`src/rtl/mem_stage_ctrl.sv`:
```
// Memory-stage controller: EX/MEM consumer, data-memory req/ack handshake,
// upstream stall generation and registered MEM/WB outputs.
module mem_stage_ctrl #(
    parameter int unsigned MAX_WAIT = 64
) (
    input  logic        clk,
    input  logic        rst_n,
    input  logic        mem_to_reg_in,
    input  logic        reg_to_mem_in,
    input  logic [3:0]  reg_rd_in,
    input  logic [15:0] alu_result_in,
    input  logic [15:0] save_word_data_in,
    input  logic        ret_future_in,
    output logic        dmem_req,
    output logic        dmem_we,
    output logic [15:0] dmem_addr,
    output logic [15:0] dmem_wdata,
    input  logic [15:0] dmem_rdata,
    input  logic        dmem_ack,
    output logic        stall_out,
    output logic        wb_valid_out,
    output logic [3:0]  wb_rd_out,
    output logic [15:0] wb_data_out,
    output logic        wb_load_out,
    output logic        ret_wb_out,
    output logic        mem_err_out
);

    localparam int unsigned CW = (MAX_WAIT > 2) ? $clog2(MAX_WAIT) : 1;
    localparam logic [CW-1:0] CNT_LAST = CW'(MAX_WAIT - 1);

    typedef enum logic {
        S_IDLE,
        S_WAIT
    } state_t;

    state_t        state;
    logic [CW-1:0] wait_cnt;
    logic [3:0]    rd_q;
    logic          ret_q;
    logic          load_q;

    logic mem_op;
    logic illegal_op;
    logic timeout;

    assign mem_op     = mem_to_reg_in ^ reg_to_mem_in;
    assign illegal_op = mem_to_reg_in & reg_to_mem_in;
    assign timeout    = (wait_cnt == CNT_LAST);

    // Stall is masked by reset so the pipeline never freezes on reset noise.
    always_comb begin
        stall_out = 1'b0;
        if (rst_n) begin
            unique case (state)
                S_IDLE:  stall_out = mem_op;
                S_WAIT:  stall_out = !dmem_ack && !timeout;
                default: stall_out = 1'b0;
            endcase
        end
    end

    always_ff @(posedge clk) begin
        if (!rst_n) begin
            state        <= S_IDLE;
            wait_cnt     <= '0;
            rd_q         <= '0;
            ret_q        <= 1'b0;
            load_q       <= 1'b0;
            dmem_req     <= 1'b0;
            dmem_we      <= 1'b0;
            dmem_addr    <= '0;
            dmem_wdata   <= '0;
            wb_valid_out <= 1'b0;
            wb_rd_out    <= '0;
            wb_data_out  <= '0;
            wb_load_out  <= 1'b0;
            ret_wb_out   <= 1'b0;
            mem_err_out  <= 1'b0;
        end else begin
            // Default every cycle to a writeback bubble.
            wb_valid_out <= 1'b0;
            wb_rd_out    <= '0;
            wb_data_out  <= '0;
            wb_load_out  <= 1'b0;
            ret_wb_out   <= 1'b0;

            unique case (state)
                S_IDLE: begin
                    if (mem_op) begin
                        state      <= S_WAIT;
                        wait_cnt   <= '0;
                        dmem_req   <= 1'b1;
                        dmem_we    <= reg_to_mem_in;
                        dmem_addr  <= alu_result_in;
                        dmem_wdata <= save_word_data_in;
                        rd_q       <= reg_rd_in;
                        ret_q      <= ret_future_in;
                        load_q     <= mem_to_reg_in;
                    end else if (illegal_op) begin
                        mem_err_out <= 1'b1;
                    end else begin
                        wb_valid_out <= 1'b1;
                        wb_rd_out    <= reg_rd_in;
                        wb_data_out  <= alu_result_in;
                        ret_wb_out   <= ret_future_in;
                    end
                end
                S_WAIT: begin
                    if (dmem_ack) begin
                        state      <= S_IDLE;
                        wait_cnt   <= '0;
                        dmem_req   <= 1'b0;
                        ret_wb_out <= ret_q;
                        if (load_q) begin
                            wb_valid_out <= 1'b1;
                            wb_rd_out    <= rd_q;
                            wb_data_out  <= dmem_rdata;
                            wb_load_out  <= 1'b1;
                        end
                    end else if (timeout) begin
                        state       <= S_IDLE;
                        wait_cnt    <= '0;
                        dmem_req    <= 1'b0;
                        mem_err_out <= 1'b1;
                    end else begin
                        wait_cnt <= wait_cnt + 1'b1;
                    end
                end
                default: state <= S_IDLE;
            endcase
        end
    end

endmodule
```
`config.mk`:
```
export PLATFORM = sky130hd
export DESIGN_NAME = mem_stage_ctrl
export DESIGN_NICKNAME = d
export VERILOG_FILES = /design/src/rtl/mem_stage_ctrl.sv
export SDC_FILE = /design/constraint.sdc
export NUM_CORES = 1
export LEC_CHECK = 0
export ABC_CLOCK_PERIOD_IN_PS = 5150
export BUFFER_PORTS_ARGS = -buffer_cell sky130_fd_sc_hd__buf_2
export CAP_MARGIN = 5
export CORE_ASPECT_RATIO = 1.2
export CORE_MARGIN = 2
export CORE_UTILIZATION = 35
export DETAILED_ROUTE_END_ITERATION = 8
export PLACE_DENSITY_LB_ADDON = 0.08
export REMOVE_ABC_BUFFERS = 1
export SYNTH_ARGS = -nofsm -noshare
export SYNTH_HDL_FRONTEND = slang
export SYNTH_SLANG_ARGS = --single-unit
```
`constraint.sdc`:
```
create_clock -name clk -period 5.15 [get_ports clk]
set_clock_uncertainty 0.2 [all_clocks]
set_input_delay 0.2575 -clock clk [delete_from_list [all_inputs] [get_ports clk]]
set_output_delay 0.2575 -clock clk [all_outputs]
set_load 0.03 [all_outputs]
```
; ---- Word-level counts from Yosys, hierarchy flattened
; Cells that the tools add are included.
; Widths: inputs -> output; s select.
[word_totals]
mem_bits_ro = 0
latchBits = 0
n_memories = 0
output_inout_bits = 59
in_bits = 58
mem_bits_rw = 0
register_bits = 71
[classes]
n_reduce_logical = 7
mux = 38
multipliers = 0
magnitude_cmp = 0
add_sub_neg = 1
div_mod_pow = 0
n_bitwise = 3
shifts = 0
n_eq_ne = 7
[op_table]
columns = operator, count
row1 = $mux 16, 4
row2 = $pmux 16 s2, 1
row3 = $mux 1, 18
row4 = $mux 6, 3
row5 = $mux 4, 4
row6 = $pmux 1 s2, 6
row7 = $pmux 6 s2, 1
row8 = $ne 2x2->1 const B, 4
row9 = $pmux 4 s2, 1
row10 = $add 6x1->6 const B, 1
row11 = $eq 6x6->1 const B, 1
row12 = $reduce_and 2->1, 3
row13 = $reduce_and 4->1, 1
row14 = $ne 3x2->1 const B, 1
row15 = $logic_not 1->1, 2
row16 = $ne 2x1->1 const B, 1
row17 = $and 1x1->1, 1
row18 = $logic_and 1x1->1, 1
row19 = $not 1->1, 1
row20 = $xor 1x1->1, 1

; ---- Logic depth before layout (Yosys ltp)
[depth]
ltp_word = 5
mapped_depth = 7
depth_no_buf = 5

; ---- Worst setup path after synthesis
; No wires, ideal clock.
[synth_path]
path_kind = input port to output port
from = in mem_to_reg_in
to = out stall_out
path_buffers = 2
cell_stages = 6
arrival_ps = 1735
slack_ps = 2957
t_required_ps = 4693
cell_sequence = inv_1 -> ha_1 -> nand2b_1 -> clkbuf_1 -> clkbuf_1 -> o21ai_0
[synth_between]
elab_chain_len = 3
[synth_lines]
columns = item, line
row1 = from (decl), 8  ; input logic mem_to_reg_in,
row2 = $xor 1x1->1, 47  ; assign mem_op = mem_to_reg_in ^ reg_to_mem_in;
row3 = $pmux 1 s2, 55  ; unique case (state)
row4 = $mux 1, 54  ; if (rst_n) begin
row5 = to (decl), 20  ; output logic stall_out,
; No other way between the ends.

; ---- Final worst setup path
[layout_path]
from = in reg_to_mem_in
to = out stall_out
[layout_between]
elab_chain_len = 3
[layout_lines]
columns = item, line
row1 = from (decl), 9  ; input logic reg_to_mem_in,
row2 = $xor 1x1->1, 47
row3 = $pmux 1 s2, 55
row4 = $mux 1, 54
; No other way between the ends.

==> summary.txt <==
Layout
  • ANT cells: 0
  • Filler Cell Count: 636
  • Layout cells sized above 1: 30.1%
  • Nets: 521
  • Multi-input logic area: 1020 µm²
  • Register Area: 1420 µm²
  • Fin cells: 552
  • Area growth from synthesis to layout: 64.2%

Clocking
  • Num CTS Buffers: 9
  • H-tree Lvls: 3
  • Clk root buf: clkbuf_8
  • CTS tree: done
  • Clock sink count: 71
  • Clk pin slew, worst setup/hold paths: 0.07 ns
  • Post-CTS sizing: 0
  • Post-CTS repair timing setup buffer count: 0
  • Clk Latency, worst-skew pair: 0.33 ns
  • Clk buf depth: 2

Yosys
  • Largest area contributor in the netlist: dfxtp_1
  • Post-synth EDFFs: 0
  • Post-synth ARST share: 0%
  • Yosys warning count: 0
  • Synth cell types: 38
  • Synth top area cells: dfxtp_1 56%, nand2_1 12%, a21oi_1 8.5%
  • Seq/Total Area, Yosys: 56.3%
  • Top-area cell type share of the netlist area: 56.3%
  • FF+latch count, synth: 71
  • Mapped Area: 2520 µm²
  • Ys flop type: dfxtp_1
  • Synth Area per Inst: 9.05 µm²
  • Post-Synthesis Cells: 279

Floorplan
  • Initial Utilization: 36.6%
  • Core outline area: 6900 µm²
  • Row cnt: 33
  • Die area: 7910 µm²
  • Die span in y: 97.0 µm
  • IO Pins: 117
  • Die X-Extent: 81.5 µm

Global routing
  • Initial antenna violation count: 0
  • Largest net degree at the start of global routing: 44
  • First-pass GRT wire length: 11.5 mm
  • Global Route Usage Sum: 18.5%
  • Vias in the first global route: 2550
  • Grt ovf: 0

Timing
  • Relative slew slack: 39.7%
  • Final min period: 2.95 ns
  • RSZ-0062 raised after global routing: no
  • Final setup vio count: 0
  • Tcrit/Tclk final: 57.3%
  • Worst Max-Slew Pin Slew: 0.902 ns
  • Fin. Hold Viols: 0
  • Max Clk Rate: 0.339 GHz
  • Final TNS setup: 0 ns
  • Slew Viols, Final: 0

Power
  • Pwr Total: 1.46 mW
  • Power Dens Cells: 352 nW/µm²
  • Maximum VDD drop: 0.000196 V
  • Pleak: 1.97 nW

Place
  • Cells after DPL: 465
  • DP HPWL: 4.25 mm
  • Routability cong.: 0.763
  • Port Buffer Count: 116

Detailed routing
  • Via count: 2572
  • WL/cell: 12.7 µm
  • Drt drc: 0
  • Initial DRT Pass Iterations: 4
  • Vias/cell: 4.66
  • Final WL: 7.03 mm
  • Antenna-violating nets left: 0
  • 1st-iter DRT viols: 105

Setup path
  • CP endpoint kind: output pin
  • Most frequent cell on the critical path: buf_2
  • CP max-delay cell: dlygate4sd3_1
  • Cell Chain, Critical Path: dlygate4sd3_1 > buf_2 > inv_1 > ha_1 > nand2b_2 > o21ai_0 > buf_2
  • CP required: 4.69 ns
  • Worst Setup SP: reg_to_mem_in
  • Crit-path max cell delay: 0.52 ns
  • Bufs and invs on worst path: 4
  • CP Max Fanout: 41
  • Arr. time, crit path: 2.49 ns
  • Critical path class: in2out
  • R2R Path Start: state$_SDFF_PN0_
  • Crit-path leading delay family: buffers and inverters
  • Worst setup SP type: input pin

Worst hold path
  • HP Start: dmem_ack
  • Hold Path Class: in2reg

Run
  • Max Cap Viol: 0

Status
  • Status: finished, final reports clean
Yosys cell counts, drive strengths merged (2+ instances only):
| cell | instances |
|---|---|
| nand2 | 82 |
| dfxtp | 71 |
| a21oi | 43 |
| a22o | 20 |
| clkbuf | 15 |
| buf | 4 |
| inv | 4 |
| o21ai | 4 |
| a21o | 3 |
| ha | 3 |
| and4 | 2 |
| nand2b | 2 |
| nand3 | 2 |
| nor2b | 2 |
| or3b | 2 |
sequential cells by signal (all words and copies together), names as in the netlist, 4 cells and up:
signal / flops
dmem_addr: 16
dmem_wdata: 16
rd_q: 4
wait_cnt: 6
wb_data_out: 16
wb_rd_out: 4
worst paths after layout:
| path | cells past startpoint | slack (ns) | to |
|---|---|---|---|
| worst min-delay path | 3 | 0.04 | ret_wb_out$_SDFF_PN0_ |
| worst max-delay path | 7 | 2.20 | stall_out |
| worst max register to register | 3 | 2.77 | wb_data_out[1]$_SDFF_PN0_ |
| worst min register to register | 2 | 0.25 | dmem_addr[7]$_SDFFE_PN0P_ |
through the flow:
stage,instance area [µm²],utilization (%),hold WS (ns),worst slack [ns]
3_5_place_dp,3170,45.9,0.243,2.70
3_3_place_gp,3170,45.9,0.240,2.73
2_1_floorplan,2440,-,0.164,2.56
4_1_cts,4150,60.1,0.0167,2.15
6_report,4150,60.1,0.0368,2.20
5_1_grt,4150,60.1,0.0345,1.96
cells in the final DEF (no fill, tap or decap), drive strengths merged, types with 3 or more instances in the layout:
cell type	count
inv	4
a21oi	43
dlygate4sd3	71
a22o	20
dfxtp	71
buf	118
nand2	82
a21o	3
bufinv	4
o21ai	4
clkbuf	11
ha	3
routing by layer:
| layer | global-route usage [%] | up-vias | wire length, µm |
|---|---|---|---|
| li1 | - | 1314 | - |
| met1 | 21.4 | 1176 | 3030 |
| met2 | 32.2 | 74 | 3490 |
| met3 | 4.66 | 8 | 439 |
| met4 | 6.26 | 0 | 80 |
| met5 | 0 | - | 0 |
report_power, final:
part	leakage, nW	switching (mW)	total [mW]	internal, mW
logic	1.26	0.160	0.267	0.107
clock network	0.134	0.198	0.584	0.385
registers	0.581	0.0207	0.608	0.587
tightest hold or removal path, stage by stage:
cell and delay (ns):
buf_2 0.13, nand4_1 0.10, nand2_1 0.05
final cells by class:
class                           count  share of cell area, %
Clock inverter                      5                   3.11
Multi-Input combinational cell    184                   24.6
Sequential cell                    71                   34.3
Inverter                            5                  0.453
Clock buffer                       11                   3.41
Timing Repair Buffer              189                   31.5
Tap cell                           87                   2.63
cells by family (layout without fill, tap and decap cells):
group,Yosys count,count (layout),share of synthesized area (%)
AO/OA/AOI/OAI,79,79,20.2
XOR/XNOR,2,2,0.694
adder cells (fa/ha/maj),3,3,1.49
buffers and inverters,24,210,4.01
flip-flops,71,71,56.3
AND/OR/NAND/NOR,100,100,17.3
what timing repair did:
item | 4_1_cts | 5_1_grt
hold endpoints to repair | 60 | 0
hold buffers | 71 | 0
endpoints found under the setup margin | 0 | 0
No activity file was read; power rests on OpenSTA's default activity.
